===== src/rtl/mem_dump_ctrl.sv =====
// ---------------------------------------------------------------------------
// mem_dump_ctrl
//   Streams the byte contents of up to NCH on-chip memories over a
//   valid/ready byte stream. Each byte carries its channel index and address.
//   Channels are dumped in ascending index order, each over the same window
//   of eff_len = min(length, DEPTH) locations starting at base_addr, with the
//   address wrapping modulo DEPTH.
//
// Ports:
//   clk, reset         rising-edge clock, synchronous active-high reset
//   start              one-cycle dump request, honoured only when idle
//   abort              cancels a dump in progress (no done pulse)
//   ch_mask            channel select, latched on accepted start
//   base_addr          first address, latched on accepted start
//   length             bytes per channel, latched (clamped) on accepted start
//   mem_rd_en          one-hot read strobe to the active channel
//   mem_addr           shared read address
//   mem_rd_data        per-channel read data, valid the cycle after mem_rd_en
//   out_valid/out_ready  byte stream handshake
//   out_data/out_ch/out_addr/out_last  byte, channel, address, final-byte flag
//   busy               high whenever a dump (or its completion) is in progress
//   done               one-cycle pulse on normal completion
// ---------------------------------------------------------------------------
module mem_dump_ctrl #(
    parameter int DATA_W = 8,
    parameter int DEPTH  = 1024,
    parameter int ADDR_W = 10,
    parameter int NCH    = 2,
    parameter int CH_W   = 1
) (
    input  logic                  clk,
    input  logic                  reset,
    input  logic                  start,
    input  logic                  abort,
    input  logic [NCH-1:0]        ch_mask,
    input  logic [ADDR_W-1:0]     base_addr,
    input  logic [ADDR_W:0]       length,
    output logic [NCH-1:0]        mem_rd_en,
    output logic [ADDR_W-1:0]     mem_addr,
    input  logic [NCH*DATA_W-1:0] mem_rd_data,
    output logic                  out_valid,
    input  logic                  out_ready,
    output logic [DATA_W-1:0]     out_data,
    output logic [CH_W-1:0]       out_ch,
    output logic [ADDR_W-1:0]     out_addr,
    output logic                  out_last,
    output logic                  busy,
    output logic                  done
);

    typedef enum logic [2:0] {
        IDLE,
        ISSUE,
        LOAD,
        SEND,
        FIN
    } state_t;

    localparam logic [ADDR_W:0]   DEPTH_L = (ADDR_W+1)'(DEPTH);
    localparam logic [ADDR_W:0]   LEN_ONE = (ADDR_W+1)'(1);
    localparam logic [ADDR_W-1:0] OFF_ONE = ADDR_W'(1);

    state_t state, state_d;

    // Latched configuration and walk position
    logic [NCH-1:0]    mask_q;
    logic [ADDR_W-1:0] base_q;
    logic [ADDR_W:0]   len_q;
    logic [CH_W-1:0]   ch_q;
    logic [ADDR_W-1:0] off_q;

    logic [ADDR_W:0]   eff_len;
    logic [CH_W-1:0]   first_ch;
    logic [CH_W-1:0]   next_ch;
    logic              has_next;
    logic              chan_done;

    // Clamp, lowest set bit of the incoming mask, and next higher set bit of
    // the latched mask above the current channel. Loops run downwards so the
    // last hit is the lowest qualifying index.
    always_comb begin
        eff_len  = (length > DEPTH_L) ? DEPTH_L : length;
        first_ch = '0;
        for (int unsigned i = NCH; i > 0; i--) begin
            if (ch_mask[i-1]) first_ch = CH_W'(i - 1);
        end
        next_ch  = '0;
        has_next = 1'b0;
        for (int unsigned i = NCH; i > 0; i--) begin
            if (mask_q[i-1] && ((i - 1) > 32'(ch_q))) begin
                next_ch  = CH_W'(i - 1);
                has_next = 1'b1;
            end
        end
        // len_q is never zero outside IDLE/FIN, so the subtraction is safe
        chan_done = ({1'b0, off_q} == (len_q - LEN_ONE));
    end

    always_ff @(posedge clk) begin
        if (reset) state <= IDLE;
        else       state <= state_d;
    end

    always_comb begin
        state_d = state;
        case (state)
            IDLE: begin
                if (start) begin
                    if (ch_mask == '0 || eff_len == '0) state_d = FIN;
                    else                                state_d = ISSUE;
                end
            end
            ISSUE: state_d = LOAD;
            LOAD:  state_d = SEND;
            SEND: begin
                if (out_ready) begin
                    if (chan_done && !has_next) state_d = FIN;
                    else                        state_d = ISSUE;
                end
            end
            FIN:     state_d = IDLE;
            default: state_d = IDLE;
        endcase
        // Abort overrides any handshake in the same cycle
        if (abort && state != IDLE) state_d = IDLE;

        busy      = (state != IDLE);
        done      = (state == FIN);
        out_valid = (state == SEND);
        mem_rd_en = '0;
        if (state == ISSUE) mem_rd_en[ch_q] = 1'b1;
        // ADDR_W-bit add wraps modulo DEPTH
        mem_addr  = base_q + off_q;
    end

    always_ff @(posedge clk) begin
        if (reset) begin
            mask_q   <= '0;
            base_q   <= '0;
            len_q    <= '0;
            ch_q     <= '0;
            off_q    <= '0;
            out_data <= '0;
            out_ch   <= '0;
            out_addr <= '0;
            out_last <= 1'b0;
        end else begin
            case (state)
                IDLE: begin
                    if (start) begin
                        mask_q <= ch_mask;
                        base_q <= base_addr;
                        len_q  <= eff_len;
                        ch_q   <= first_ch;
                        off_q  <= '0;
                    end
                end
                LOAD: begin
                    out_data <= mem_rd_data[32'(ch_q)*DATA_W +: DATA_W];
                    out_ch   <= ch_q;
                    out_addr <= mem_addr;
                    out_last <= chan_done && !has_next;
                end
                SEND: begin
                    if (out_ready && !abort) begin
                        if (!chan_done) begin
                            off_q <= off_q + OFF_ONE;
                        end else if (has_next) begin
                            ch_q  <= next_ch;
                            off_q <= '0;
                        end
                    end
                end
                default: ;
            endcase
        end
    end

endmodule


===== config.mk =====
export PLATFORM = sky130hd
export DESIGN_NAME = mem_dump_ctrl
export DESIGN_NICKNAME = d
export VERILOG_FILES = /design/src/rtl/mem_dump_ctrl.sv
export SDC_FILE = /design/constraint.sdc
export NUM_CORES = 1
export LEC_CHECK = 0
export ABC_AREA = 1
export CORE_ASPECT_RATIO = 0.6
export CORE_MARGIN = 3
export CORE_UTILIZATION = 35
export DETAILED_ROUTE_END_ITERATION = 8
export PLACE_DENSITY = 0.56
export RECOVER_POWER = 25
export SLEW_MARGIN = 20
export SYNTH_ARGS = -nofsm -noshare
export SYNTH_HDL_FRONTEND = slang
export SYNTH_SLANG_ARGS = --single-unit

===== constraint.sdc =====
create_clock -name clk -period 2.4 [get_ports clk]
set_clock_uncertainty 0.15 [all_clocks]
set_input_delay 0.36 -clock clk [delete_from_list [all_inputs] [get_ports clk]]
set_output_delay 0.36 -clock clk [all_outputs]
set_load 0.005 [all_outputs]

## Word level (Yosys, flattened, before mapping)

Index checks and enable logic that the tools add are counted.

| operators by class | value |
|---|---|
| shift-type cells | 1 |
| order comparisons | 4 |
| muxes and demuxes | 22 |
| equal/unequal tests | 11 |
| reduce and logical (&&, ||, !) cells | 18 |
| add/subtract/negate cells | 3 |

Operator list:

| cell | count |
|---|---|
| 10-bit 2-to-1 mux | 4 |
| 10-bit case mux with 2 select lines | 1 |
| 16-bit by 5-bit indexed part select with 8-bit output | 1 |
| 3-bit 2-to-1 mux | 4 |
| 3-bit case mux with 4 select lines | 1 |
| 10-bit by 11-bit equality test with 1-bit output | 1 |
| 11-bit > comparator (second input constant) | 1 |
| 11-bit zero test | 1 |
| 11-bit 2-to-1 mux | 1 |
| 11-bit by 1-bit subtractor with 11-bit output (second input constant) | 1 |
| 10-bit by 1-bit adder with 10-bit output (second input constant) | 1 |
| 10-bit adder | 1 |
| 1-bit 2-to-1 mux | 8 |
| 2-bit by 1-bit inequality test with 1-bit output (second input constant) | 4 |
| 3-bit by 2-bit equality test with 1-bit output (second input constant) | 2 |
| 1-bit logical AND | 5 |
| 5-bit AND reduction | 1 |
| 2-bit AND reduction | 2 |
| 4-bit AND reduction | 1 |
| 3-bit by 1-bit equality test with 1-bit output (second input constant) | 1 |
| 3-bit equality test (second input constant) | 1 |
| 3-bit zero test | 1 |
| 3-bit inequality test (second input constant) | 1 |
| 3-bit nonzero test | 1 |
| 12 further kinds | 13 |

| word-level totals | value |
|---|---|
| output and inout port bits | 35 |
| register bits after elaboration | 57 |
| word-level logic and storage cells | 69 |
| bits of input ports | 44 |

## Depth between registers and ports, before layout

| depth | value |
|---|---|
| depth after elaboration | 8 |
| depth in mapped cells | 16 |
| gate-level depth less buffers | 16 |

## Worst setup path before layout

Ideal clock, no wire load.

| timing | value |
|---|---|
| path kind | register to output |
| from | register off_q[0] |
| to | output port mem_addr[8] |
| path buffers | 0 |
| path slack | 0.140 ns |
| arrival time | 1.750 ns |
| stages on the path, launching flop included | 8 |
| path through | dfxtp_1 -> ha_1 -> inv_1 -> fa_1 -> o21ai_0 -> nand4_1 -> o211ai_1 -> xor2_1 |

| between the ends | value |
|---|---|
| longest elaborated chain between the ends | 1 |

RTL lines:

| item | line | text |
|---|---|---|
| start, declared | 70 | `logic [ADDR_W-1:0] off_q;` |
| start signal, assigned | 167 | `off_q <= off_q + OFF_ONE;` |
| 10-bit adder | 133 | `mem_addr = base_q + off_q;` |
| end, declared | 39 | `output logic [ADDR_W-1:0] mem_addr,` |

Every way passes these cells.

## Worst setup path in the final report

Ends and elaborated chain as after synthesis.

==> summary.md <==
| Metric | Value |
|---|---|
| Outcome | `finished with violations` |
| Failing checks | `setup timing` |
| Aggregate global routing overflow | `0` |
| Ratio of cells with drive above 1 in the final layout | `0.200` |
| Number of vias in the routed layout | `approximately 3600` |
| Starting density of the core | `0.366` |
| Worst-path cell chain | `ha_4, inv_4, fa_2, o21ai_2, buf_6, nand4_1, o211ai_1, xor2_1, buf_2` |
| Post-synthesis simple-gate area fraction | `0.299` |
| Synth area leader | `dfxtp_1` |
| First-pass GRT wire length | `16800 µm` |
| Hold WS | `~0.32 ns` |
| Vias per cell | `roughly 4.7` |
| Total GRT Usage | `0.191` |
| CTS tree | `built` |
| Sequential cell area | `between 1000 and 1500 µm²` |
| Slew Viols, Final | `0` |
| N_diodes | `0` |
| IO Port Bufs | `a little under 80` |
| Post-synthesis sequential area ratio | `0.327` |
| Gpl congestion | `slightly above 0.8` |
| # setup viols final | `5` |
| Fin cells | `between 700 and 800` |
| Antenna violations before repair | `0` |
| Cell Area, Synth | `3430 µm²` |
| Sw frac | `0.401` |
| WP data arrival | `roughly 2.1 ns` |
| Wire per inst | `13.9 µm` |
| Antenna-violating nets left | `0` |
| Worst Setup Start Kind | `register` |
| Top Ports | `79` |
| Post-Route Utilization | `0.536` |
| Dpl cells | `about 730` |
| FFs w/ async S/R, synth | `0` |
| Internal power consumption | `~2.8 mW` |
| Static Leak | `roughly 2.3 nW` |
| Iteration count of the initial detailed-routing pass | `4` |
| Via count of the first global-routing pass | `approximately 3400` |
| CORE AREA | `~9400 µm²` |
| Net Sw Power | `about 1.9 mW` |
| Compound-Gate Fraction of Synth Area | `0.176` |
| Post-Syn Instances | `~500` |
| Slew headroom | `0.244` |
| Pwr per Cell Area | `just over 900 nW/µm²` |
| TritonCTS buffer count | `5` |
| Main flop type after synthesis | `dfxtp_1` |
| Crit path time final | `2.57 ns` |
| Top-count cell post-synth | `nand2_1` |
| Post-Place Worst Slack | `-0.363 ns` |
| # clock sinks | `between 50 and 60` |
| Slew @ Worst Pin | `~1.1 ns` |
| Unique masters post-synth | `39` |
| Seq pwr share | `0.285` |
| Largest net degree at the start of global routing | `32` |
| Clock power frac | `0.188` |
| Die height | `82.7 µm` |
| Critical Path RT | `approximately 1.9 ns` |
| Top cells by area, synth | `dfxtp_1, nand2_1, nor2_1, inv_1, nand3_1` |
| Maximum clock rate | `roughly 390 MHz` |
| Post-synth top cells | `nand2_1, nor2_1, inv_1` |
| Synth Area in Adders | `0.0460` |
| # DRC | `0` |
| Die X | `roughly 130 µm` |
| Clk buf depth | `2` |
| P&R area growth vs syn | `46.3%` |
| Fill cell count | `910` |
| Cts hold-fix bufs | `0` |
| Xor/xnor cell area share of the yosys netlist | `0.0613` |
| Worst min-delay path category | `reg -> reg` |
| HPWL Detailed | `between 7000 and 8000 µm` |
| Hold Vio Cnt, Final | `0` |
| Multi-input logic area | `~2200 µm²` |
| Design Area, Final | `~5000 µm²` |
| Slowest-stage cell, CP | `dfxtp_2` |
| RSZ-0062 raised after global routing | `true` |
| Syn Nets | `between 500 and 600` |
| Detailed Route Iter0 Violations | `237` |
| Tcrit/Tclk final | `1.07` |
| Total power draw | `~4.6 mW` |
| Power share of the combinational group | `0.527` |
| TNS Setup | `-0.443 ns` |
| Maximum vdd drop | `between 0.0004 and 0.0005 V` |
| Core Rows | `27` |
| Final WS setup | `-0.167 ns` |
| Placed Area | `approximately 4600 µm²` |
| Yosys top cell area share | `0.327` |
| Mean Syn Cell Area | `~6.8 µm²` |
| WL final | `10500 µm` |
| Critical setup path kind | `reg -> out` |
| Post-synth EDFFs | `0` |
| Largest family of logic cells by synthesized area | `simple AND/OR/NAND/NOR gates` |
| Reg clk slew, reported paths | `0.08 ns` |
| Mux contribution to synthesized area | `0` |
| CP endpoint kind | `output pin` |
| Max stage delay on crit path | `between 0.3 and 0.4 ns` |
| H-Tree Level Count | `2` |
| Root buffer cell | `clkbuf_16` |
| Ys Warns | `0` |
| CP Max Fanout | `3` |
| CP top delay family | `adder cells` |
| Worst skew pair latency | `0.30 ns` |
| Die ar. | `about 11000 µm²` |
| Yosys reg bits | `56` |
| Nets@finish | `about 680` |
| Maxcap violations | `0` |
| CP bufs+invs | `3` |
registers in the layout, indices dropped and copies added, names as in the netlist:
signal / flops
base_q: 10
ch_q: 1
len_q: 11
mask_q: 1
off_q: 10
out_addr: 10
out_ch: 1
out_data: 8
out_last: 1
state: 3
worst paths after layout:
kind	end	slack (ns)	from	cells after the start
hold / removal	out_addr[2]$_SDFFE_PP0N_	0.32	out_addr[2]$_SDFFE_PP0N_	2
hold reg to reg	out_addr[2]$_SDFFE_PP0N_	0.32	out_addr[2]$_SDFFE_PP0N_	2
setup / recovery	mem_addr[8]	-0.17	off_q[0]$_SDFFE_PP0P_	9
setup reg to reg	off_q[4]$_SDFFE_PP0P_	0.19	len_q[1]$_SDFFE_PP0P_	13
cells in the final DEF (no fill, tap or decap), drive strengths merged, types with 10 or more instances in the layout:
| cell | Yosys | layout |
|---|---|---|
| nand2 | 111 | 111 |
| nor2 | 71 | 71 |
| inv | 64 | 64 |
| clkdlybuf4s50 | 0 | 62 |
| dfxtp | 56 | 56 |
| buf | 4 | 53 |
| o21ai | 37 | 37 |
| nand3 | 36 | 36 |
| a21oi | 32 | 32 |
| xor2 | 16 | 16 |
| a211oi | 11 | 11 |
| ha | 11 | 11 |
| a31oi | 10 | 10 |
area by class of cell:
cell class | instances | area share
multi-input combinational | 368 | 0.435
sequential | 56 | 0.225
timing repair buffer | 127 | 0.223
inverter | 65 | 0.0492
tap | 130 | 0.0324
clock buffer | 5 | 0.0250
clock inverter | 3 | 0.00948
worst reg2reg max path, cell delays in order, from the launching register on:
cell and delay (ns):
dfxtp_1 0.33, inv_1 0.09, ha_2 0.26, nand2_2 0.11
nor2_2 0.17, nand2_1 0.07, nand2_1 0.07, nand3_2 0.08
nor2_4 0.16, nand3_2 0.18, nand2_4 0.16, nor2_1 0.06
o21ai_1 0.16, nor2_1 0.05
layer usage:
layer  part of all wire  GRT usage  wire length [µm]  up-vias
met5                  0          0                 0        -
met4             0.0054     0.0339                56        0
met3              0.058     0.0406               607        5
met2               0.40      0.279              4150       78
met1               0.54      0.289              5640     1632
li1                   -          -                 -     1861
power by group through the flow:
stage	Combinational [mW]	Clock (mW)	Sequential (mW)
after floorplan	1.34	0	1.31
after global placement	2.26	0	1.31
after detailed placement	2.28	0	1.31
after CTS	2.40	0.898	1.32
after global routing	2.74	0.923	1.34
final	2.44	0.867	1.32
logic make-up (layout without fill, tap and decap cells):
logic type / after synthesis / in the layout
DFF: 56 / 56
AOI/OAI and AO/OA: 102 / 102
buffers and inverters: 81 / 200
adders and majority gates: 12 / 12
and+or+nand+nor: 230 / 230
xor gates and xnor gates: 24 / 24
timing repair:
action,in CTS,in global routing
pin swaps,13,19
resized for setup,55,21
endpoints found under the setup margin,9,15
buffers inserted,12,5
Note: power is estimated with default switching activity, not from simulation.
